[config.mk]
export PLATFORM = sky130hd
export DESIGN_NAME = wptr_full_ctrl
export DESIGN_NICKNAME = d
export VERILOG_FILES = /design/src/rtl/afifo_pkg.sv /design/src/rtl/sync_r2w.sv /design/src/rtl/wptr_full_ctrl.sv
export SDC_FILE = /design/constraint.sdc
export NUM_CORES = 1
export LEC_CHECK = 0
export ABC_AREA = 1
export ABC_CLOCK_PERIOD_IN_PS = 2720
export BUFFER_PORTS_ARGS = -buffer_cell sky130_fd_sc_hd__buf_2
export CAP_MARGIN = 30
export CORE_MARGIN = 2
export CORE_UTILIZATION = 50
export DETAILED_ROUTE_END_ITERATION = 16
export GPL_TIMING_DRIVEN = 0
export PLACE_DENSITY = 0.77
export SKIP_CTS_REPAIR_TIMING = 1
export SLEW_MARGIN = 20
export SYNTH_ARGS = -nofsm -noshare
export SYNTH_HDL_FRONTEND = slang
export SYNTH_SLANG_ARGS = --single-unit
export TNS_END_PERCENT = 10
[constraint.sdc]
create_clock -name wclk -period 2.72 [get_ports wclk]
set_input_delay 0.544 -clock wclk [delete_from_list [all_inputs] [get_ports wclk]]
set_output_delay 0.544 -clock wclk [all_outputs]
set_load 0.01 [all_outputs]
[src/rtl/afifo_pkg.sv]
// Shared pointer helpers for the asynchronous FIFO. The Gray/binary converters
// work on MAX_W-bit vectors; callers zero-extend in and size-cast back out.
package afifo_pkg;

  localparam int MAX_W     = 32;
  localparam int DEF_WIDTH = 4;
  localparam int ADDR_W    = DEF_WIDTH - 1;
  localparam int DEPTH     = 2 ** (DEF_WIDTH - 1);

  function automatic logic [MAX_W-1:0] bin2gray(input logic [MAX_W-1:0] b);
    return b ^ (b >> 1);
  endfunction

  // Zero upper bits stay zero, so the result is exact for any narrower pointer.
  function automatic logic [MAX_W-1:0] gray2bin(input logic [MAX_W-1:0] g);
    logic [MAX_W-1:0] b;
    b[MAX_W-1] = g[MAX_W-1];
    for (int i = MAX_W - 2; i >= 0; i--) begin
      b[i] = b[i+1] ^ g[i];
    end
    return b;
  endfunction

endpackage

[src/rtl/sync_r2w.sv]
// Multi-flop synchronizer bringing the read-domain Gray pointer into wclk.
// Only the last stage is exported; no combinational path from d to q.
module sync_r2w #(
  parameter int WIDTH       = 4,
  parameter int SYNC_STAGES = 2
) (
  input  logic             wclk,
  input  logic             wrst,
  input  logic [WIDTH-1:0] d,
  output logic [WIDTH-1:0] q
);

  logic [WIDTH-1:0] stage_reg [SYNC_STAGES];

  for (genvar gi = 0; gi < SYNC_STAGES; gi++) begin : g_stage
    if (gi == 0) begin : g_first
      always_ff @(posedge wclk or posedge wrst) begin
        if (wrst) begin
          stage_reg[0] <= '0;
        end else begin
          stage_reg[0] <= d;
        end
      end
    end else begin : g_rest
      always_ff @(posedge wclk or posedge wrst) begin
        if (wrst) begin
          stage_reg[gi] <= '0;
        end else begin
          stage_reg[gi] <= stage_reg[gi-1];
        end
      end
    end
  end

  assign q = stage_reg[SYNC_STAGES-1];

endmodule

[src/rtl/wptr_full_ctrl.sv]
// Write-side pointer, full flag, occupancy and overflow for the async FIFO.
// Define AFIFO_ALMOST_FULL_EN to add the registered wafull output.
module wptr_full_ctrl
  import afifo_pkg::*;
#(
  parameter int WIDTH        = 4,
  parameter int SYNC_STAGES  = 2,
  parameter int AFULL_THRESH = 6
) (
  input  logic             wclk,
  input  logic             wrst,
  input  logic             winc,
  input  logic [WIDTH-1:0] rptr,
  output logic [WIDTH-2:0] waddr,
  output logic [WIDTH-1:0] wptr,
  output logic             wfull,
  output logic [WIDTH-1:0] wcount,
`ifdef AFIFO_ALMOST_FULL_EN
  output logic             wafull,
`endif
  output logic             wovf
);

  logic [WIDTH-1:0] wbin_reg;
  logic [WIDTH-1:0] wptr_reg;
  logic             wfull_reg;
  logic             wovf_reg;

  logic [WIDTH-1:0] rq2_rptr;
  logic [WIDTH-1:0] rq2_bin;
  logic [WIDTH-1:0] wbin_next;
  logic [WIDTH-1:0] wgray_next;
  logic [WIDTH-1:0] full_gray;
  logic             winc_ok;
  logic             wfull_next;

  sync_r2w #(
    .WIDTH       (WIDTH),
    .SYNC_STAGES (SYNC_STAGES)
  ) u_sync_r2w (
    .wclk (wclk),
    .wrst (wrst),
    .d    (rptr),
    .q    (rq2_rptr)
  );

  assign winc_ok    = winc & ~wfull_reg;
  assign wbin_next  = wbin_reg + {{(WIDTH-1){1'b0}}, winc_ok};
  assign wgray_next = WIDTH'(bin2gray(MAX_W'(wbin_next)));
  assign rq2_bin    = WIDTH'(gray2bin(MAX_W'(rq2_rptr)));

  // Full when the next write pointer is exactly one lap ahead of the read
  // pointer: in Gray code that means the top two bits differ, the rest match.
  assign full_gray  = {~rq2_rptr[WIDTH-1:WIDTH-2], rq2_rptr[WIDTH-3:0]};
  assign wfull_next = (wgray_next == full_gray);

  always_ff @(posedge wclk or posedge wrst) begin
    if (wrst) begin
      wbin_reg  <= '0;
      wptr_reg  <= '0;
      wfull_reg <= 1'b0;
      wovf_reg  <= 1'b0;
    end else begin
      wbin_reg  <= wbin_next;
      wptr_reg  <= wgray_next;
      wfull_reg <= wfull_next;
      wovf_reg  <= winc & wfull_reg;
    end
  end

  assign waddr  = wbin_reg[WIDTH-2:0];
  assign wptr   = wptr_reg;
  assign wfull  = wfull_reg;
  assign wovf   = wovf_reg;
  // Stale read pointer makes this an over-estimate, which is the safe side.
  assign wcount = wbin_reg - rq2_bin;

`ifdef AFIFO_ALMOST_FULL_EN
  localparam logic [WIDTH-1:0] AFULL_LVL = WIDTH'(AFULL_THRESH);

  logic [WIDTH-1:0] level_next;
  logic             wafull_reg;

  assign level_next = wbin_next - rq2_bin;

  always_ff @(posedge wclk or posedge wrst) begin
    if (wrst) begin
      wafull_reg <= 1'b0;
    end else begin
      wafull_reg <= (level_next >= AFULL_LVL);
    end
  end

  assign wafull = wafull_reg;
`endif

endmodule
---- After elaboration in Yosys (flattened, before gate mapping) ----
Cells that the tools add are included.
word-level totals
  memory bits (writable) .................. 0
  word-level logic and storage cells ...... 17
  bits in read-only memories .............. 0
  latch bits .............................. 0
  memories kept ........................... 0
  output and inout bits ................... 13
  flip-flop bits (word level) ............. 18
  bits of input ports ..................... 7
cells by class
  order comparisons ....................... 0
  add/subtract/negate cells ............... 2
  reduce and logical (&&, ||, !) cells .... 0
  multipliers ............................. 0
  div/mod/pow operators ................... 0
  equality and inequality tests ........... 1
  bitwise gates (word level) .............. 8
  mux-type cells .......................... 0
  shift operators ......................... 0
operators with widths
  operator     number
  $add 4x1->4  1
  $eq 4x4->1   1
  $sub 4x4->4  1
  $xor 4x3->4  1
  $xor 1x1->1  3
  $and 1x1->1  2
  $not 2->2    1
  $not 1->1    1

---- Depth between registers and ports, before layout ----
  depth in word-level cells ............... 5
  gate-level depth with buffers ........... 12
  depth with buffers taken out ............ 12

---- Hierarchy ----
From an unflattened synthesis, not the netlist that was laid out.
second synthesis, totals
  cell total of the unflattened synthesis .. 99
  area total of the unflattened synthesis .. 872.1 um^2
by module, submodules not included
  module          sequential area each (um^2)  times used  cells an instance  area an instance (um^2)
  wptr_full_ctrl  225.2                        1           86                 638.1
  sync_r2w        200.2                        1           13                 234.0

---- Least setup slack after synthesis ----
No wires, ideal clock.
  path kind ............................... flip-flop to output port
  start point ............................. reg u_sync_r2w.stage_reg, in the netlist u_sync_r2w.q[3]
  end point ............................... out wcount[2]
  slack ................................... 0.353 ns
  data required time ...................... 2.176 ns
  arrival ................................. 1.823 ns
  buffers on the path ..................... 0
  stages on the path, launching flop included .. 9
  path through ............................ dfrtp_1 xnor2_2 xor2_1 nand2_1 nand2_1 ha_1 inv_1 fa_1 xor2_1
between the ends
  word-level cells in the longest chain between the ends .. 4
RTL lines
  what                               line                  text
  from (decl)                        sync_r2w.sv:13        logic [WIDTH-1:0] stage_reg [SYNC_STAGES];
  from (signal, indexed assignment)  sync_r2w.sv:29        stage_reg[gi] <= stage_reg[gi-1];
  $xor 1x1->1 *                      afifo_pkg.sv:19       b[i] = b[i+1] ^ g[i];
  $xor 1x1->1 (2 in series)          afifo_pkg.sv:19
  $sub 4x4->4 *                      wptr_full_ctrl.sv:76  assign wcount = wbin_reg - rq2_bin;
  to (decl)                          wptr_full_ctrl.sv:17  output logic [WIDTH-1:0] wcount,
Every way passes the cells marked *; elsewhere a longest branch is shown, timed or not.

---- Final worst setup path ----
  start point ............................. reg u_sync_r2w.stage_reg, in the netlist u_sync_r2w.q[2]
  end point ............................... out wcount[1]
between the ends
  word-level cells in the longest chain between the ends .. 4
RTL lines
  what                         line
  $xor 1x1->1 * (2 in series)  afifo_pkg.sv:19
  $xor 1x1->1                  afifo_pkg.sv:19
  $sub 4x4->4 *                wptr_full_ctrl.sv:76
Marks and branches as above.

==> qor.yml <==
synthesis:
  netlist.area_leader.share_pct: 50.7
  synth_area_um2: 838
  ys.warnings.count: 0
  async_flop_share_pct: 100
  yosys-top-cells-count: "30 x nand2_1, 18 x inv_1, 17 x dfrtp_1"
  synth-edff-count: 0
  synth_area_leaders: "dfrtp_1 51%, nand2_1 13%, inv_1 8.1%"
  ys_seq_area_share_pct: 50.7
  yosys.area.top_type: "dfrtp_1"
  synthFlopType: "dfrtp_1"
  synth.most_common_cell: "nand2_1"
  synth_cells: 94
  ys_types: 14
  avgSynthCellArea_um2: 8.92
  syn_nets: 107
  synth.ff_latch_count: 17
routing:
  dr.pass1.iters: 4
  finalWirelength_mm: 1.37
  vias: 648
  ant_nets: 0
  drt_first_iter_violations: 10
  remaining_drc_errors: 0
  routed_via_density: 4.73
  routedWlPerCell_um: 10.0
job:
  drv_cap: 0
power_and_ir_drop:
  switching_share_pct: 42.3
  p_int_mw: 0.639
  combPwrFrac_pct: 54.6
  pwr-share-seq_pct: 34.0
  p_leak_nw: 0.605
  peakVddDrop_mv: 0.516
  p_switching_mw: 0.468
  powerDensity_mw_per_mm2: 1080
  clockPowerShare_pct: 11.5
die:
  placementRows: 14
  die_h_um: 44.9
  start_util_pct: 54.4
  die_x_um: 44.9
  io-pin-count: 20
  coreArea_mm2: 0.00154
  die-area_mm2: 0.00202
worst_setup_path:
  worstSetupPathType: "reg2out"
  cpLargestDelayFamily: "adder cells"
  cp_max_fo: 4
  cp-start-kind: "register"
  cp_common_cell: "nand2_1"
  cp_num_buf_inv: 2
  crit_path_end_kind: "output pin"
  crit_path_top_delay_cell: "fa_2"
  crit_required_ns: 2.18
  path_cells: "xnor2_2 > xor2_2 > nand2_1 > nand2_1 > ha_2 > inv_2 > fa_2 > buf_6"
  slowest_delay_ns: 0.52
  worstPathArrival_ns: 2.15
clock_tree:
  h-tree-depth: 1
  cts_root_buf: "clkbuf_4"
  worstSkewPairLatency_ns: 0.28
  cts_buffers: 3
  clk_path_buf_depth: 2
  numClockSinks: 17
  cts_tree: "yes"
  clk_pin_slew_ns: 0.09
global_route:
  grt.total_usage_pct: 16.0
  grt_max_degree: 18
  grt_pass1_wl_mm: 2.28
  grt-ovfl-total: 0
  antenna_found_initial: 0
  grt_pass1_vias: 608
cells_and_area:
  stdcell_count: 137
  antenna_cells: 0
  fillers: 130
  drive_above_1_share_pct: 27.3
  postLayoutCellArea_mm2: 0.00103
  synthToLayoutAreaGrowth_pct: 22.7
  nets: 135
  finish.utilization_pct: 66.7
sta:
  setup_viol: 0
  max_slew.worst_pin.slew_ns: 0.594
  slew_headroom_pct: 60.4
  fmax_mhz: 372
  min_period_over_period_pct: 98.9
  hold_ws_ns: 0.312
  period_needed_ns: 2.69
  hold_viol: 0
  rsz0062_at_grt: "true"
  fin_skew_ns: 0.00327
  maxSlewViolCount: 0
min_path:
  holdCritPathClass: "in2async"
placement:
  gp_congestion: 0.717
  dp_hpwl_mm: 1.02
  placed_area_um2: 953
  placed_cells: 129
  numPortBuffers: 19
run_status:
  status: "complete, no violations"
[worst reg2reg max path, stage by stage, from the launching register on]
cell     delay, ns
dfrtp_1       0.40
nor2_1        0.16
ha_1          0.22
nand2_1       0.11
nand2_2       0.12
nand2_1       0.10
nand2_1       0.09
nand3_1       0.08
nand3_1       0.08
nor2_1        0.04
[cells in the final DEF, fill, tap and decap left out]
cell / instances
dfrtp_1: 17
buf_4: 4
a21oi_1: 1
buf_2: 18
ha_1: 4
buf_6: 1
inv_2: 1
nor2_1: 2
xnor2_2: 1
xor2_2: 1
nand2_2: 1
nand3_1: 11
fa_2: 1
xor2_1: 2
clkbuf_1: 1
clkbuf_4: 3
xnor2_1: 1
nand2_1: 30
inv_1: 17
nand3b_1: 2
nand3_2: 1
ha_2: 1
[per-layer routing]
metal  wire length [um]  GRT usage, %  vias up
li1                   -             -      335
met1                620          19.4      294
met2                673          26.3       15
met3                 48          1.60        4
met4                 29          11.8        0
met5                  0             0        -
[final cells by class]
class | instances | area [um^2] | area share [%]
repair buffers | 23 | 131 | 12.8
flip-flops and latches | 17 | 425 | 41.4
inverters | 18 | 67.6 | 6.57
clock buffers | 4 | 26.3 | 2.55
well taps | 16 | 20.0 | 1.95
multi-input cells | 59 | 358 | 34.8
[worst paths after layout]
kind | from | to | slack, ns | cells after the start
min in group wclk | u_sync_r2w.stage_reg[7] | u_sync_r2w.q[3] | 0.35 | 0
worst max-delay path | u_sync_r2w.q[2] | wcount[1] | 0.03 | 8
worst min-delay path | wrst | wfull | 0.31 | 2
worst max register to register | wfull | wfull | 1.22 | 9
worst min register to register | u_sync_r2w.stage_reg[7] | u_sync_r2w.q[3] | 0.35 | 0
max in group asynchronous | wrst | wptr[2] | 2.02 | 2
[through the flow]
step,setup TNS [ns],setup WS (ns),power [mW]
floorplan,0,0.353,0.774
global placement,0,0.218,0.926
detailed placement,0,0.173,0.942
CTS,-0.260,-0.145,1.08
global route,-0.256,-0.103,1.23
finish,0,0.0287,1.11
[kinds of logic (layout without fill, tap and decap cells)]
family,Yosys count,count (layout),share of synthesized area [%]
flip-flops,17,17,50.7
adder cells (fa/ha/maj),6,6,9.85
AO/OA/AOI/OAI,1,1,0.596
XOR/XNOR,5,5,6.12
AND/OR/NAND/NOR,47,47,24.6
buffers and inverters,18,45,8.06
[power by group through the flow]
| stage | logic, mW | clock network [mW] | registers [mW] |
|---|---|---|---|
| floorplan | 0.367 | 0 | 0.407 |
| CTS | 0.566 | 0.135 | 0.376 |
| global route | 0.692 | 0.149 | 0.385 |
| detailed placement | 0.562 | 0 | 0.380 |
| global placement | 0.547 | 0 | 0.379 |
| finish | 0.604 | 0.127 | 0.376 |
No activity file was read; power rests on OpenSTA's default activity.
